**config.mk**
```make
export PLATFORM = sky130hd
export DESIGN_NAME = mux_scan_ctrl_flat
export DESIGN_NICKNAME = d
export VERILOG_FILES = /design/src/rtl/mux_scan_ctrl_if.sv /design/src/rtl/mux_scan_ctrl.sv /design/src/flat_wrapper.sv
export SDC_FILE = /design/constraint.sdc
export NUM_CORES = 1
export LEC_CHECK = 0
export BUFFER_PORTS_ARGS = -buffer_cell sky130_fd_sc_hd__buf_2
export CORE_AREA = 2 2 39 41
export DETAILED_ROUTE_END_ITERATION = 12
export DIE_AREA = 0 0 41 43
export PLACE_DENSITY = 0.71
export SETUP_SLACK_MARGIN = 0.1
export SYNTH_ARGS = -nofsm -noshare
export SYNTH_HDL_FRONTEND = slang
export SYNTH_SLANG_ARGS = --single-unit
```
**constraint.sdc**
```tcl
create_clock -name clk -period 2.2 [get_ports clk]
set_input_delay 0.44 -clock clk [delete_from_list [all_inputs] [get_ports clk]]
set_output_delay 0.44 -clock clk [all_outputs]
set_load 0.03 [all_outputs]
```
**src/rtl/mux_scan_ctrl_if.sv**
```systemverilog
// ---------------------------------------------------------------------------
// mux_scan_ctrl_if
//
// Groups the scan-request, mux-sampling and snapshot handshake signals of
// mux_scan_ctrl into one bundle.
//
//   start       request a scan (honoured only while idle)
//   continuous  1 = restart at channel 0 after channel 3
//   mux_out     output of the downstream 4:1 mux
//   sel1/sel0   mux select MSB/LSB
//   busy        frame in progress
//   data        last completed snapshot, data[k] = sample of channel k
//   data_valid  snapshot available, held until acknowledged
//   data_ack    consumer acknowledges data
//   overrun     sticky: a snapshot was overwritten before being acknowledged
//
// slave  : the scan controller side
// master : the side that requests scans, feeds mux_out and consumes data
// ---------------------------------------------------------------------------
interface mux_scan_ctrl_if;
  logic       start;
  logic       continuous;
  logic       mux_out;
  logic       sel1;
  logic       sel0;
  logic       busy;
  logic [3:0] data;
  logic       data_valid;
  logic       data_ack;
  logic       overrun;

  modport slave (
    input  start, continuous, mux_out, data_ack,
    output sel1, sel0, busy, data, data_valid, overrun
  );

  modport master (
    output start, continuous, mux_out, data_ack,
    input  sel1, sel0, busy, data, data_valid, overrun
  );
endinterface

```
**src/rtl/mux_scan_ctrl.sv**
```systemverilog
// ---------------------------------------------------------------------------
// mux_scan_ctrl
//
// Round-robin scan controller for a 4:1 mux. Steps the mux select through
// channels 0..3, dwells SETTLE cycles on each, samples mux_out on the last
// dwell cycle, and publishes the four samples as a 4-bit snapshot with a
// valid/ack handshake. Single-shot or continuous (back-to-back) frames.
//
// Parameters
//   SETTLE  dwell cycles per channel, 1..16
//
// Ports
//   clk     single clock, rising edge
//   rst     synchronous, active-high reset
//   bus     mux_scan_ctrl_if.slave (see interface file for signal list)
//
// Every output is a flop or a decode of flops only; nothing is
// combinational from an input.
// ---------------------------------------------------------------------------
module mux_scan_ctrl #(
  parameter int SETTLE = 2
) (
  input  logic          clk,
  input  logic          rst,
  mux_scan_ctrl_if.slave bus
);

  // Dwell counter width: SETTLE=1 still needs a 1-bit counter so the
  // comparison below stays well formed.
  localparam int CW = (SETTLE > 1) ? $clog2(SETTLE) : 1;
  localparam logic [CW-1:0] CNT_LAST = CW'(SETTLE - 1);

  typedef enum logic {
    IDLE = 1'b0,
    SCAN = 1'b1
  } state_t;

  // -------------------------------------------------------------------------
  // State
  // -------------------------------------------------------------------------
  state_t          r_state;
  logic [1:0]      r_ch;
  logic [CW-1:0]   r_cnt;
  logic [2:0]      r_shadow;
  logic [3:0]      r_data;
  logic            r_valid;
  logic            r_overrun;

  state_t          w_state_next;
  logic [1:0]      w_ch_next;
  logic [CW-1:0]   w_cnt_next;
  logic [2:0]      w_shadow_next;
  logic [3:0]      w_data_next;
  logic            w_valid_next;
  logic            w_overrun_next;

  logic            w_sample;      // this edge is a sampling edge
  logic            w_frame_done;  // this edge samples channel 3
  logic            w_ack_ok;      // ack arrives while a snapshot is pending
  logic [2:0]      w_cap;         // per-channel shadow capture strobes

  assign w_ack_ok = bus.data_ack && r_valid;

  // -------------------------------------------------------------------------
  // Shadow capture: channels 0..2 are parked in the shadow register until
  // channel 3 is sampled, at which point the whole snapshot is published in
  // one go so data never shows a half-updated frame.
  // -------------------------------------------------------------------------
  generate
    for (genvar gi = 0; gi < 3; gi++) begin : g_shadow
      assign w_cap[gi]         = w_sample && (r_ch == 2'(gi));
      assign w_shadow_next[gi] = w_cap[gi] ? bus.mux_out : r_shadow[gi];
    end
  endgenerate

  // -------------------------------------------------------------------------
  // Next-state / datapath
  // -------------------------------------------------------------------------
  always_comb begin
    w_state_next   = r_state;
    w_ch_next      = r_ch;
    w_cnt_next     = r_cnt;
    w_data_next    = r_data;
    w_valid_next   = r_valid;
    w_overrun_next = r_overrun;
    w_sample       = 1'b0;
    w_frame_done   = 1'b0;

    case (r_state)
      IDLE: begin
        if (bus.start) begin
          w_state_next   = SCAN;
          w_ch_next      = 2'd0;
          w_cnt_next     = '0;
          w_overrun_next = 1'b0;
        end
      end

      SCAN: begin
        if (r_cnt == CNT_LAST) begin
          w_sample   = 1'b1;
          w_cnt_next = '0;
          if (r_ch == 2'd3) begin
            w_frame_done = 1'b1;
            // Channel 3 goes straight from the mux into the snapshot.
            w_data_next  = {bus.mux_out, r_shadow};
            // Select returns to 00 on this edge in both modes.
            w_ch_next    = 2'd0;
            if (!bus.continuous) begin
              w_state_next = IDLE;
            end
          end else begin
            w_ch_next = r_ch + 2'd1;
          end
        end else begin
          w_cnt_next = r_cnt + 1'b1;
        end
      end

      default: begin
        w_state_next = IDLE;
        w_ch_next    = 2'd0;
        w_cnt_next   = '0;
      end
    endcase

    // Snapshot handshake. A completion wins over a same-edge ack: the new
    // frame is pending, and since the old one was consumed there is no
    // overrun.
    if (w_frame_done) begin
      w_valid_next = 1'b1;
      if (r_valid && !bus.data_ack) begin
        w_overrun_next = 1'b1;
      end
    end else if (w_ack_ok) begin
      w_valid_next = 1'b0;
    end
  end

  // -------------------------------------------------------------------------
  // Registers
  // -------------------------------------------------------------------------
  always_ff @(posedge clk) begin
    if (rst) begin
      r_state   <= IDLE;
      r_ch      <= 2'd0;
      r_cnt     <= '0;
      r_shadow  <= 3'b000;
      r_data    <= 4'b0000;
      r_valid   <= 1'b0;
      r_overrun <= 1'b0;
    end else begin
      r_state   <= w_state_next;
      r_ch      <= w_ch_next;
      r_cnt     <= w_cnt_next;
      r_shadow  <= w_shadow_next;
      r_data    <= w_data_next;
      r_valid   <= w_valid_next;
      r_overrun <= w_overrun_next;
    end
  end

  // -------------------------------------------------------------------------
  // Outputs. The channel index is forced to 0 whenever the controller
  // leaves SCAN, so it can drive the select lines directly.
  // -------------------------------------------------------------------------
  assign bus.sel1       = r_ch[1];
  assign bus.sel0       = r_ch[0];
  assign bus.busy       = (r_state == SCAN);
  assign bus.data       = r_data;
  assign bus.data_valid = r_valid;
  assign bus.overrun    = r_overrun;

endmodule
```
**src/flat_wrapper.sv**
```systemverilog
// flat-port wrapper written by rule: the top's interface ports become plain ports
module mux_scan_ctrl_flat 
#(
  parameter int SETTLE = 2
)
  (clk, rst, bus_start, bus_continuous, bus_mux_out, bus_data_ack, bus_sel1, bus_sel0, bus_busy, bus_data, bus_data_valid, bus_overrun);
  mux_scan_ctrl_if bus_i ();
  input  logic clk;
  input  logic rst;
  input wire logic [$bits(bus_i.start)-1:0] bus_start;
  input wire logic [$bits(bus_i.continuous)-1:0] bus_continuous;
  input wire logic [$bits(bus_i.mux_out)-1:0] bus_mux_out;
  input wire logic [$bits(bus_i.data_ack)-1:0] bus_data_ack;
  output wire logic [$bits(bus_i.sel1)-1:0] bus_sel1;
  output wire logic [$bits(bus_i.sel0)-1:0] bus_sel0;
  output wire logic [$bits(bus_i.busy)-1:0] bus_busy;
  output wire logic [$bits(bus_i.data)-1:0] bus_data;
  output wire logic [$bits(bus_i.data_valid)-1:0] bus_data_valid;
  output wire logic [$bits(bus_i.overrun)-1:0] bus_overrun;
  assign bus_i.start = bus_start;
  assign bus_i.continuous = bus_continuous;
  assign bus_i.mux_out = bus_mux_out;
  assign bus_i.data_ack = bus_data_ack;
  assign bus_sel1 = bus_i.sel1;
  assign bus_sel0 = bus_i.sel0;
  assign bus_busy = bus_i.busy;
  assign bus_data = bus_i.data;
  assign bus_data_valid = bus_i.data_valid;
  assign bus_overrun = bus_i.overrun;
  mux_scan_ctrl #(.SETTLE(SETTLE)) u_core (.clk(clk), .rst(rst), .bus(bus_i));
endmodule
```
==> impl_metrics.py, run 1 <==
metrics = {
    "sta": {
        "drv_slew": 0,
        "slew_headroom_pct": 75.4,
        "fmax_ghz": 0.651,
        "max_slew.worst_pin.slew_ps": 369,
        "setup_viol": 0,
        "fin_tns_setup_ps": 0,
        "period_needed_ps": 1540,
        "hold_viol_final": 0,
        "skew_ps": 5.35,
        "rsz0062_at_grt": "no",
        "period_share_pct": 69.8,
    },
    "grt": {
        "grt_pass1_vias": 405,
        "grt_antenna_before_repair": 0,
        "grt_max_degree": 18,
        "grt_use_total_pct": 13.6,
        "gr-total-overflow": 0,
        "grt_pass1_wl_um": 1590,
    },
    "clocking": {
        "ctsResizeCount": 0,
        "hold_buffers": 0,
        "cts_setup_buffers": 0,
        "cts_buffers": 3,
        "cts_num_sinks": 13,
        "htree_levels": 1,
        "cts_root_buf": "clkbuf_4",
        "clkTransAtPathRegs_ps": 80,
        "cts_buffer_depth": 2,
        "clk-insertion-delay-late_ps": 280,
        "cts_tree": "done",
    },
    "setup_path": {
        "crit_cells": 1,
        "startpoint_type": "flop",
        "cp-end-kind": "primary output",
        "path_delay_family": "flip-flops",
        "critPathKind": "flop to primary output",
        "critPathSlowestCell": "dfxtp_1",
        "crit_fanout": 13,
        "startpoint": "u_core.bus.busy",
        "reg2reg_depth": 2,
        "cp_num_buf_inv": 1,
        "crit_chain": "buf_2",
        "worstReg2RegStart": "u_core.bus.busy",
        "arrival_ps": 1100,
        "cpPeakStageDelay_ps": 550,
        "worstPathRequired_ps": 1760,
    },
    "detailed_routing": {
        "via_count": 450,
        "drt_iter0_drc": 4,
        "drtPass1Iterations": 4,
        "drt_wl_total_um": 1030,
        "routedWlPerCell_um": 11.3,
        "via_per_inst": 4.95,
        "drc": 0,
        "detail-route-antenna-nets": 0,
    },
    "hold_path": {
        "hold_path_depth": 3,
        "hp-class": "input pin to flop",
        "min-delay-start": "bus_continuous",
    },
    "synthesis": {
        "syn_area_per_cell_sq_um": 10.2,
        "synth_cells": 60,
        "yosysWarnings": 0,
        "netlist_area_sq_um": 614,
        "ys_types": 23,
        "synth-seq-cells": 13,
        "ys_seq_area_share_pct": 42.4,
        "syn-num-nets": 70,
    },
    "place": {
        "dp.cells": 87,
        "gp_congestion": 0.737,
        "io_buffers": 14,
        "detailed_place_hpwl_um": 760,
    },
    "pwr": {
        "p_per_area_nw_per_um2": 597,
        "p_leak_nw": 0.327,
        "ir_drop_mv": 0.240,
    },
    "finish": {
        "syn_to_final_growth_pct": 15.7,
        "layout.cells.non_filler": 91,
        "nNetsFinal": 86,
        "drive_gt1_share_pct": 28.0,
        "diodes": 0,
    },
    "floorplan": {
        "die_w_um": 41,
        "die_area_sq_um": 1760,
        "start_util_pct": 44.4,
        "top_level_ports": 15,
        "rows": 14,
        "core-area_sq_um": 1380,
        "die_y_um": 43,
    },
    "run": {
        "maxCapViolations": 0,
    },
    "status": {
        "status": "complete, no violations",
    },
}
==> layer usage <==
layer  vias up  share of wire, %  GRT usage, %
met5         -                 0             0
met4         0               1.1          8.00
met3         2               5.3          4.71
met2         9                47          20.0
met1       204                46          16.4
li1        235                 -             -
==> state kept, by name, summed over array words and instances (netlist names) <==
signal / count
u_core.r_cnt: 1
u_core.bus.data_valid: 1
u_core.r_ch: 2
u_core.r_shadow: 3
u_core.bus.overrun: 1
u_core.bus.data: 4
u_core.bus.busy: 1
==> per-stage QoR <==
stage	setup WS, ps	total power (W)	util [%]	instance area, sq um	hold slack [ps]
floorplan	976	0.000274	-	614	458
global placement	932	0.000281	49.5	684	456
detailed placement	901	0.000282	49.5	684	464
CTS	664	0.000431	51.4	711	396
global route	609	0.000441	51.4	711	403
finish	664	0.000424	51.4	711	397
==> cells in the final DEF (no fill, tap or decap) <==
cell	n
clkbuf_4	3
a21oi_1	2
nand4b_1	1
mux2_2	1
nor2_1	1
clkbuf_1	1
o31ai_1	1
o32ai_1	1
or2b_1	1
dfxtp_1	13
nand2b_1	10
and2b_2	1
or3b_2	1
o22ai_1	1
mux2i_1	7
and3_2	1
or3b_1	1
inv_1	4
buf_2	14
ha_1	4
a211oi_1	1
nand3_1	4
nand4bb_1	1
==> kinds of logic (layout without fill, tap and decap cells) <==
group	Yosys count	in the layout	share of synthesized area, %
buf+inv	7	22	5.70
fa+ha+maj	4	4	8.15
flops	13	13	42.4
simple gates	22	22	24.0
compound gates	6	6	6.52
mux	8	8	13.2
==> path summary, 6_finish.rpt <==
check	to	slack (ps)
min reg2reg	u_core.bus.overrun	470
max	bus_busy	660
min	u_core.bus.busy	400
max reg2reg	u_core.r_ch[1]	980
==> cell usage after synthesis (all sizes together) <==
| library cell | number | area [sq um] |
|---|---|---|
| nor2 | 1 | 3.75 |
| nand3 | 4 | 20.0 |
| o22ai | 1 | 6.26 |
| nand4b | 1 | 8.76 |
| o31ai | 1 | 7.51 |
| a211oi | 1 | 7.51 |
| and3 | 1 | 7.51 |
| mux2i | 7 | 70.1 |
| and2b | 1 | 8.76 |
| mux2 | 1 | 11.3 |
| nand4bb | 1 | 11.3 |
| dfxtp | 13 | 260 |
| or2b | 1 | 7.51 |
| a21oi | 2 | 10.0 |
| buf | 2 | 16.3 |
| clkbuf | 1 | 3.75 |
| ha | 4 | 50.1 |
| o32ai | 1 | 8.76 |
| inv | 4 | 15.0 |
| nand2b | 10 | 62.6 |
| or3b | 2 | 17.5 |
==> report_power, final <==
group / internal [W] / total (W) / switching [W] / leakage (nW)
logic: 0.0000151 / 0.0000303 / 0.0000152 / 0.206
clock network: 0.0000703 / 0.000147 / 0.0000769 / 0.0150
registers: 0.000239 / 0.000246 / 0.00000768 / 0.105
==> area by class of cell <==
type / count / area (sq um)
clock buffers: 4 / 26.3
multi-input cells: 40 / 319
well taps: 16 / 20.0
flip-flops and latches: 13 / 260
repair buffers: 14 / 70.1
inverters: 4 / 15.0
fillers: 133 / 673
No activity file was read; power rests on OpenSTA's default activity.
==> run 2, diff against run 1 <==
- clock period: 2.2 -> 1.45 ns (I/O delays scaled with it)
==> impl_metrics.py, run 2 (synthesis results as in run 1) <==
metrics = {
    "pwr": {
        "ir_drop_mv": 0.600,
        "p_leak_nw": 0.327,
        "p_per_area_nw_per_um2": 905,
    },
    "sta": {
        "period_share_pct": 85.3,
        "max_slew.worst_pin.slew_ps": 280,
        "fmax_ghz": 0.809,
        "setup_viol": 0,
        "rsz0062_at_grt": "no",
        "period_needed_ps": 1240,
        "hold_viol_final": 0,
        "skew_ps": 4.50,
        "fin_tns_setup_ps": 0,
        "fin_ws_ps": 213,
        "drv_slew": 0,
        "slew_headroom_pct": 81.3,
    },
    "finish": {
        "layout_common_cells": "buf_2, dfxtp_1, nand2b_1",
        "multi_input_area_sq_um": 319,
        "layout.cells.non_filler": 91,
        "syn_to_final_growth_pct": 15.9,
        "n_fill_cell": 131,
        "register_area_sq_um": 262,
        "drive_gt1_share_pct": 29.3,
        "mostFrequentLayoutCell": "buf_2",
        "largest_reg_flops": 4,
        "diodes": 0,
        "nNetsFinal": 86,
    },
    "setup_path": {
        "startpoint_type": "flop",
        "crit_chain": "buf_2",
        "critPathKind": "flop to primary output",
        "cp_num_buf_inv": 1,
        "critPathSlowestCell": "dfxtp_2",
        "arrival_ps": 950,
        "path_delay_family": "flip-flops",
        "cpPeakStageDelay_ps": 440,
        "cp-end-kind": "primary output",
        "worstPathRequired_ps": 1160,
        "crit_fanout": 13,
    },
    "clocking": {
        "clkTransAtPathRegs_ps": 80,
        "clk-insertion-delay-late_ps": 280,
        "cts_tree": "done",
        "cts_root_buf": "clkbuf_4",
        "cts_buffer_depth": 2,
        "cts_setup_buffers": 0,
        "cts_num_sinks": 13,
        "cts_buffers": 3,
        "htree_levels": 1,
        "hold_buffers": 0,
    },
    "place": {
        "gp_congestion": 0.752,
        "place_ws_ps": 295,
        "detailed_place_hpwl_um": 762,
        "dp.cells": 87,
        "io_buffers": 14,
    },
    "detailed_routing": {
        "drtPass1Iterations": 4,
        "via_per_inst": 4.87,
        "drt_wl_total_um": 981,
        "drt_iter0_drc": 4,
        "drc": 0,
        "detail-route-antenna-nets": 0,
        "via_count": 443,
        "routedWlPerCell_um": 10.8,
    },
    "floorplan": {
        "top_level_ports": 15,
        "rows": 14,
        "core-area_sq_um": 1380,
        "start_util_pct": 44.4,
        "die_area_sq_um": 1760,
        "die_y_um": 43,
        "die_w_um": 41,
    },
    "grt": {
        "grt_use_total_pct": 15.2,
        "grt_max_degree": 18,
        "grt_pass1_wl_um": 1730,
        "gr-total-overflow": 0,
        "grt_pass1_vias": 410,
        "grt_antenna_before_repair": 0,
    },
    "run": {
        "maxCapViolations": 0,
    },
    "status": {
        "status": "complete, no violations",
    },
    "hold_path": {
        "hp-class": "input pin to flop",
    },
}
==> run 2: cell count changes in the layout (fill, tap and decap cells not counted) <==
| cell | before | now |
|---|---|---|
| dfxtp_1 | 13 | 12 |
| dfxtp_2 | 0 | 1 |
==> run 2: what timing repair did <==
action                                 4_1_cts  5_1_grt
endpoints found under the hold margin        0        0
setup endpoints to repair                    1        0
resized for setup                            1        0
==> run 2: worst paths after layout <==
| check | start | slack (ps) | cells past startpoint | endpoint |
|---|---|---|---|---|
| worst min-delay path | bus_continuous | 250 | 3 | u_core.bus.busy |
| worst max register to register | u_core.r_ch[0] | 300 | 3 | u_core.bus.busy |
| worst max-delay path | u_core.bus.busy | 210 | 1 | bus_busy |
| worst min register to register | u_core.bus.data[0] | 470 | 2 | u_core.bus.data[0] |
==> run 2: worst register-to-register path, delay by kind of cell, from the launching register on <==
kind	cells	cell delay (ps)
flops	1	360
fa+ha+maj	1	230
simple gates	1	230
compound gates	1	230
==> run 2: routing by layer <==
metal | GRT usage [%] | up-vias | share of wire, %
met1 | 18.7 | 191 | 48
met4 | 8.00 | 0 | 1.2
li1 | - | 237 | -
met3 | 6.28 | 2 | 5.5
met2 | 21.6 | 13 | 45
met5 | 0 | - | 0
==> run 2: stage by stage <==
step | power, W | hold slack, ps | utilization, % | cell area [sq um]
3_3_place_gp | 0.000427 | 457 | 49.5 | 684
3_5_place_dp | 0.000428 | 465 | 49.5 | 684
5_1_grt | 0.000682 | 257 | 51.4 | 712
4_1_cts | 0.000653 | 244 | 51.4 | 712
6_report | 0.000644 | 247 | 51.4 | 712
2_1_floorplan | 0.000416 | 424 | - | 614
==> run 2: cell type report <==
| type | count | area share [%] |
|---|---|---|
| Multi-Input combinational cell | 40 | 44.8 |
| Sequential cell | 13 | 36.7 |
| Timing Repair Buffer | 14 | 9.84 |
| Clock buffer | 4 | 3.69 |
| Tap cell | 16 | 2.81 |
| Inverter | 4 | 2.11 |
==> run 2: report_power, final <==
group           total, W  internal (W)  switching (W)
Combinational  0.0000459     0.0000229      0.0000230
Sequential      0.000374      0.000363      0.0000112
Clock           0.000225      0.000107       0.000118
